### src/rtl/pwm_capture.sv
// pwm_capture: measures an incoming PWM waveform in ck cycles.
// pwm_in is synchronised, edges are detected on the synchronised level, and
// one period/high-time pair is reported per completed rising-to-rising cycle.
// Handshake: valid is a 1-cycle pulse with no back-pressure; period/high_time
// are updated on the same cycle valid is high and hold until the next update.
// A cycle that cannot complete within 2^CNT_W-1 counts is abandoned with a
// 1-cycle timeout pulse instead; level tells stuck-high from stuck-low.
module pwm_capture #(
    parameter int CNT_W       = 16,
    parameter int SYNC_STAGES = 2
) (
    input  logic             ck,
    input  logic             rst_n,
    input  logic             en,
    input  logic             pwm_in,
    output logic [CNT_W-1:0] period,
    output logic [CNT_W-1:0] high_time,
    output logic             valid,
    output logic             timeout,
    output logic             level,
    output logic [1:0]       dbg_state_o
);

    typedef enum logic [1:0] {
        IDLE = 2'd0,
        HIGH = 2'd1,
        LOW  = 2'd2
    } state_e;

    localparam logic [CNT_W-1:0] MAX = '1;
    localparam logic [CNT_W-1:0] ONE = CNT_W'(1);

    logic [SYNC_STAGES-1:0] sync_q;
    logic                   prev_q;
    logic                   s;
    logic                   rise;
    logic                   fall;

    state_e           state_q, state_d;
    logic [CNT_W-1:0] cnt_q, cnt_d;
    logic [CNT_W-1:0] hcnt_q, hcnt_d;
    logic [CNT_W-1:0] period_q, period_d;
    logic [CNT_W-1:0] high_q, high_d;
    logic             valid_q, valid_d;
    logic             timeout_q, timeout_d;

    assign s    = sync_q[SYNC_STAGES-1];
    assign rise = s & ~prev_q;
    assign fall = ~s & prev_q;

    // Synchroniser chain and edge-history flop; runs regardless of en.
    always_ff @(posedge ck or negedge rst_n) begin
        if (!rst_n) begin
            sync_q <= '0;
            prev_q <= 1'b0;
        end else begin
            sync_q <= {sync_q[SYNC_STAGES-2:0], pwm_in};
            prev_q <= s;
        end
    end

    // State, counters and registered outputs.
    always_ff @(posedge ck or negedge rst_n) begin
        if (!rst_n) begin
            state_q   <= IDLE;
            cnt_q     <= '0;
            hcnt_q    <= '0;
            period_q  <= '0;
            high_q    <= '0;
            valid_q   <= 1'b0;
            timeout_q <= 1'b0;
        end else begin
            state_q   <= state_d;
            cnt_q     <= cnt_d;
            hcnt_q    <= hcnt_d;
            period_q  <= period_d;
            high_q    <= high_d;
            valid_q   <= valid_d;
            timeout_q <= timeout_d;
        end
    end

    // Next-state logic; a count at MAX abandons the cycle unless LOW sees the closing rise.
    always_comb begin
        state_d = state_q;
        if (!en) begin
            state_d = IDLE;
        end else begin
            case (state_q)
                IDLE: if (rise) state_d = HIGH;
                HIGH: begin
                    if (cnt_q == MAX) state_d = IDLE;
                    else if (fall)    state_d = LOW;
                end
                LOW: begin
                    if (rise)              state_d = HIGH;
                    else if (cnt_q == MAX) state_d = IDLE;
                end
                default: state_d = IDLE;
            endcase
        end
    end

    // Counter updates, result capture and the valid/timeout pulses.
    always_comb begin
        cnt_d     = cnt_q;
        hcnt_d    = hcnt_q;
        period_d  = period_q;
        high_d    = high_q;
        valid_d   = 1'b0;
        timeout_d = 1'b0;
        if (!en) begin
            cnt_d  = '0;
            hcnt_d = '0;
        end else begin
            case (state_q)
                IDLE: begin
                    cnt_d  = rise ? ONE : '0;
                    hcnt_d = rise ? ONE : '0;
                end
                HIGH: begin
                    // A fall at MAX would need cnt to wrap, so it times out too.
                    if (cnt_q == MAX) begin
                        timeout_d = 1'b1;
                        cnt_d     = '0;
                        hcnt_d    = '0;
                    end else if (fall) begin
                        cnt_d = cnt_q + ONE;
                    end else begin
                        cnt_d  = cnt_q + ONE;
                        hcnt_d = hcnt_q + ONE;
                    end
                end
                LOW: begin
                    if (rise) begin
                        period_d = cnt_q;
                        high_d   = hcnt_q;
                        valid_d  = 1'b1;
                        cnt_d    = ONE;
                        hcnt_d   = ONE;
                    end else if (cnt_q == MAX) begin
                        timeout_d = 1'b1;
                        cnt_d     = '0;
                        hcnt_d    = '0;
                    end else begin
                        cnt_d = cnt_q + ONE;
                    end
                end
                default: begin
                    cnt_d  = '0;
                    hcnt_d = '0;
                end
            endcase
        end
    end

    assign period      = period_q;
    assign high_time   = high_q;
    assign valid       = valid_q;
    assign timeout     = timeout_q;
    assign level       = s;
    assign dbg_state_o = state_q;

endmodule

### config.mk
export PLATFORM = sky130hd
export DESIGN_NAME = pwm_capture
export DESIGN_NICKNAME = d
export VERILOG_FILES = /design/src/rtl/pwm_capture.sv
export SDC_FILE = /design/constraint.sdc
export NUM_CORES = 1
export LEC_CHECK = 0
export CORE_MARGIN = 5
export CORE_UTILIZATION = 43
export CTS_CLUSTER_SIZE = 14
export DETAILED_ROUTE_END_ITERATION = 6
export GPL_TIMING_DRIVEN = 0
export PLACE_DENSITY = 0.7
export SYNTH_ARGS = -nofsm -noshare
export SYNTH_HDL_FRONTEND = slang
export SYNTH_SLANG_ARGS = --single-unit
### constraint.sdc
create_clock -name ck -period 2.3 [get_ports ck]
set_input_delay 0.345 -clock ck [delete_from_list [all_inputs] [get_ports ck]]
set_output_delay 0.345 -clock ck [all_outputs]
set_load 0.01 [all_outputs]
==> Word-level counts from Yosys, hierarchy flattened <==
Cells that the tools add are included.
{ "word_totals": {"ff_bits": 71, "output_inout_bits": 37, "input_bits": 4} }
{ "op_classes": {"n_reduce_logical": 4, "n_eq_ne": 7, "mux": 25, "addsub": 2, "n_bitwise": 4} }
{ "op_table": {"columns": ["cell", "n"], "rows": [
  ["$mux 16", 8],
  ["$pmux 16 s3", 2],
  ["$add 16x1->16 const B", 2],
  ["$eq 16x16->1 const B", 1],
  ["$mux 2", 6],
  ["$ne 4x4->1 const B", 3],
  ["$mux 1", 7],
  ["$pmux 2 s3", 1],
  ["$reduce_and 3->1", 2],
  ["$ne 3x3->1 const B", 1],
  ["$and 1x1->1", 2],
  ["$eq 2x1->1 const B", 1],
  ["$eq 2x2->1 const B", 1],
  ["$logic_not 2->1", 1],
  ["$not 1->1", 2],
  ["$pmux 1 s2", 1],
  ["$reduce_and 2->1", 1]
]} }

==> Longest topological paths before layout <==
{ "logic_depth": {"depth_word": 6, "depth_mapped": 10, "depth_no_buf": 7} }

==> Worst setup path after synthesis <==
Ideal clock, no wire load.
{ "synth_timing": {"kind": "flip-flop to flip-flop", "from": "register state_q[1] (netlist: dbg_state_o[1])", "to": "register hcnt_q[14]", "path_buffers": 1, "stages_incl_launch_ff": 9, "t_arrival_ps": 1993, "path_slack_ps": 207, "synth_period_minus_slack_ps": 2093, "required_time_ps": 2201, "setup_time_ps": 99, "path_cell_list": "dfrtp_1 -> inv_1 -> ha_1 -> clkbuf_1 -> nor2b_1 -> o21ai_1 -> nand2_1 -> or4b_1 -> a311oi_1"} }
{ "synth_via": {"elab_chain_len": 3} }
{ "synth_lines": {"columns": ["element", "line", "rtl"], "rows": [
  ["start: declaration", "39", "state_e state_q, state_d;"],
  ["start signal: assignment", "73", "state_q <= state_d;"],
  ["$eq 2x2->1 (tied with other cells)", "116", "case (state_q)"],
  ["$pmux 16 s3 or $ne 4x4->1 (tied branches)", null, null],
  ["$mux 16 or $reduce_and 2->1 (tied branches)", null, null],
  ["end signal: assignment", "75", "hcnt_q <= hcnt_d;"],
  ["end: declaration", "41", "logic [CNT_W-1:0] hcnt_q, hcnt_d;"]
]} }
Parallel ways exist; a longest one is shown, timed or not.
A chain may end at the register's enable or synchronous reset.

==> Worst setup path in the final report <==
{ "layout_timing": {"from": "register cnt_q[0]", "to": "register state_q[0] (netlist: dbg_state_o[0])"} }
{ "layout_via": {"elab_chain_len": 4} }
{ "layout_lines": {"columns": ["element", "line", "rtl"], "rows": [
  ["start: declaration", "40", "logic [CNT_W-1:0] cnt_q, cnt_d;"],
  ["start signal: assignment", "74", "cnt_q <= cnt_d;"],
  ["$eq 16x16->1 (*)", "92, 97", null],
  ["$mux 2", "92", "if (cnt_q == MAX) state_d = IDLE;"],
  ["$pmux 2 s3", "89", "case (state_q)"],
  ["$mux 2", "86", "if (!en) begin"]
]} }
Every way passes the cells marked *; elsewhere a longest branch is shown, timed or not.

==> run metrics <==
status=finished, final reports clean; multi-input logic area=1410 sq um; PortBufs=39; Mean Syn Cell Area=11.1 sq um; CTS Root Cell=clkbuf_8; syn_nets=303; post-synth top area share=0.545; Vias/cell=5.30; Initial DRC Count=82; Crit Path Class=register to register; Seq/Total Area, Yosys=0.545; post-route setup slack=178 ps; Layout Cells excl Fill=445; grt total ovfl=0; Main synth FF type=dfrtp_1; Pwr Density=566 nW/um^2; crit path launch type=register; n_diodes=0; area leader, netlist=dfrtp_1; I/O pin cnt=41; Post-Place Cells=431; largest net degree at the start of global routing=72; synthesized flop and latch total=71; clock sink count=71; area grow syn2layout=21.0%; routed vias=2360; Leakage=1.77 nW; worst skew pair latency=350 ps; Synth Instances=293; final hold violation count=0; number of synthesized flops with an enable pin=0; clock skew=9.97 ps; reg2reg start=cnt_q[0]; Hold/Removal Path Class=primary input to async pin; worst path required time=2570 ps; Final Util=0.538; DRC Markers=0; drt first pass iters=6; fin nets=351; clk buf depth=2; Routed WL=6470 microns; DP HPWL=4430 microns; Initial Util=0.444; fin crit period=2120 ps; setup TNS=0 ps; DIE HEIGHT=97.0 microns; crit path DAT=2390 ps; CP max FO=5; Reg2Reg Depth=6; max_cap viols=0; Die W=97.0 microns; Synth cell types=40; clk slew on worst S/H paths=80 ps; Area contributors post-synth=dfrtp_1, mux2_2, a31oi_1; first-pass GRT wire length=11600 microns; Mapped Area=3260 sq um; final period utilization=0.922; Seq. cell area=1780 sq um; Least-Margin Pin Slew=867 ps; GP Congestion=0.883; WL per Instance=14.5 microns; H-Tree Depth=3; number of buffers created by CTS=9; CTS tree=built; vias in the first global route=2439; share of cells above drive strength 1=0.173; Max Slew Vio Count=0; FMAX=0.471 GHz; Finish-stage setup viols=0; # fillers=635; nature of the critical path endpoint=register; Total Routing Usage GR=0.150; Power Total=0.00223 W; R2R setup slack=180 ps; initial antenna violation count=0; worst ir drop on vdd=0.250 mV; Core ar.=7330 sq um; DRT antenna net count=0; Max-Slew Margin vs Limit=0.422; dpl ws=-72.5 ps; Site Rows=31; CP startpoint=cnt_q[0]; RSZ-0062 raised after global routing=no; Yosys Warn Count=0; die area=9420 sq um; async set-reset flop share out of synthesis=1.00
-- cell usage in the layout (no fill, tap or decap), types with 2 or more instances in the layout --
cell type,instances
nor2b_1,2
clkbuf_1,6
mux2_2,30
or2_2,2
a31oi_1,25
clkbuf_2,3
ha_1,5
or3_1,2
nand2_1,26
buf_4,2
dfrtp_1,71
xor2_1,9
nor2_1,23
nor3_1,6
buf_2,3
nand3_1,14
a21oi_1,4
o21ai_1,2
clkdlybuf4s50_1,38
and4_1,2
and2_1,2
a41oi_1,3
o21ai_0,5
xnor2_1,5
inv_1,7
nand2b_1,11
nand4_1,5
clkinv_2,2
and3_1,5
clkbuf_8,10
a311oi_1,2
-- state kept, by name, summed over array words and instances (netlist names) --
| signal | cells |
|---|---|
| dbg_state_o | 2 |
| cnt_q | 16 |
| valid | 1 |
| sync_q | 2 |
| high_time | 16 |
| period | 16 |
| prev_q | 1 |
| hcnt_q | 16 |
| timeout | 1 |
-- stage by stage --
stage,area [sq um],hold slack [ps]
2_1_floorplan,3260,49.4
6_report,3940,113
5_1_grt,3940,209
3_5_place_dp,3770,338
4_1_cts,3940,153
3_3_place_gp,3770,336
-- worst paths after layout --
path                                        to
worst min register to register       sync_q[1]
worst min-delay path              high_time[4]
worst max register to register  dbg_state_o[0]
worst max-delay path            dbg_state_o[0]
max in group asynchronous            hcnt_q[7]
min in group ck                        timeout
-- synthesized netlist by cell type, types with 3 or more instances --
| library cell | instances |
|---|---|
| a21oi_1 | 4 |
| a31oi_1 | 25 |
| a41oi_1 | 3 |
| and3_1 | 5 |
| buf_2 | 3 |
| clkbuf_1 | 7 |
| dfrtp_1 | 71 |
| ha_1 | 6 |
| inv_1 | 7 |
| mux2_2 | 30 |
| nand2_1 | 26 |
| nand2b_1 | 11 |
| nand3_1 | 14 |
| nand4_1 | 5 |
| nor2_1 | 23 |
| nor3_1 | 6 |
| o21ai_0 | 5 |
| xnor2_1 | 5 |
| xor2_1 | 9 |
-- metal layers --
| metal | vias up | global-route usage | wire [microns] |
|---|---|---|---|
| li1 | 1140 | - | - |
| met1 | 1154 | 0.209 | 3090 |
| met2 | 56 | 0.221 | 2930 |
| met3 | 10 | 0.0331 | 326 |
| met4 | 0 | 0.0702 | 120 |
| met5 | - | 0 | 0 |
-- layout make-up --
type / instances / share of cell area
Clock inverter: 3 / 0.00476
Tap cell: 99 / 0.0314
Multi-Input combinational cell: 203 / 0.358
Timing Repair Buffer: 39 / 0.0984
Clock buffer: 13 / 0.0378
Buffer: 10 / 0.0124
Sequential cell: 71 / 0.451
Inverter: 7 / 0.00667
-- critical path: stages (launching register included) --
cell	delay [ps]
dfrtp_1	410
ha_1	240
nand4_2	150
or4_4	610
and3_4	210
a311oi_1	260
o21bai_2	160
-- repair_timing --
| item | CTS | global route |
|---|---|---|
| resized for setup | 1 | 6 |
| gates cloned | 0 | 0 |
| setup endpoints to repair | 6 | 40 |
| buffers inserted | 0 | 0 |
| pin swaps | 0 | 1 |
| hold buffers | 0 | 0 |
-- report_power, final --
part	switching [W]	internal (W)	leakage, nW
clock	0.000437	0.000420	0.0874
combinational	0.0000721	0.0000331	0.697
sequential	0.0000104	0.00126	0.983
total	0.000520	0.00171	1.77
-- kinds of logic (layout without fill, tap and decap cells) --
family | count (synthesis) | after routing | synth area share
DFF | 71 | 71 | 0.545
adders and majority gates | 6 | 6 | 0.0230
and+or+nand+nor | 107 | 107 | 0.174
buffers and inverters | 19 | 72 | 0.0246
AOI/OAI and AO/OA | 46 | 46 | 0.0918
xor gates and xnor gates | 14 | 14 | 0.0376
muxes | 30 | 30 | 0.104
Power figures use the tool's default switching activity.
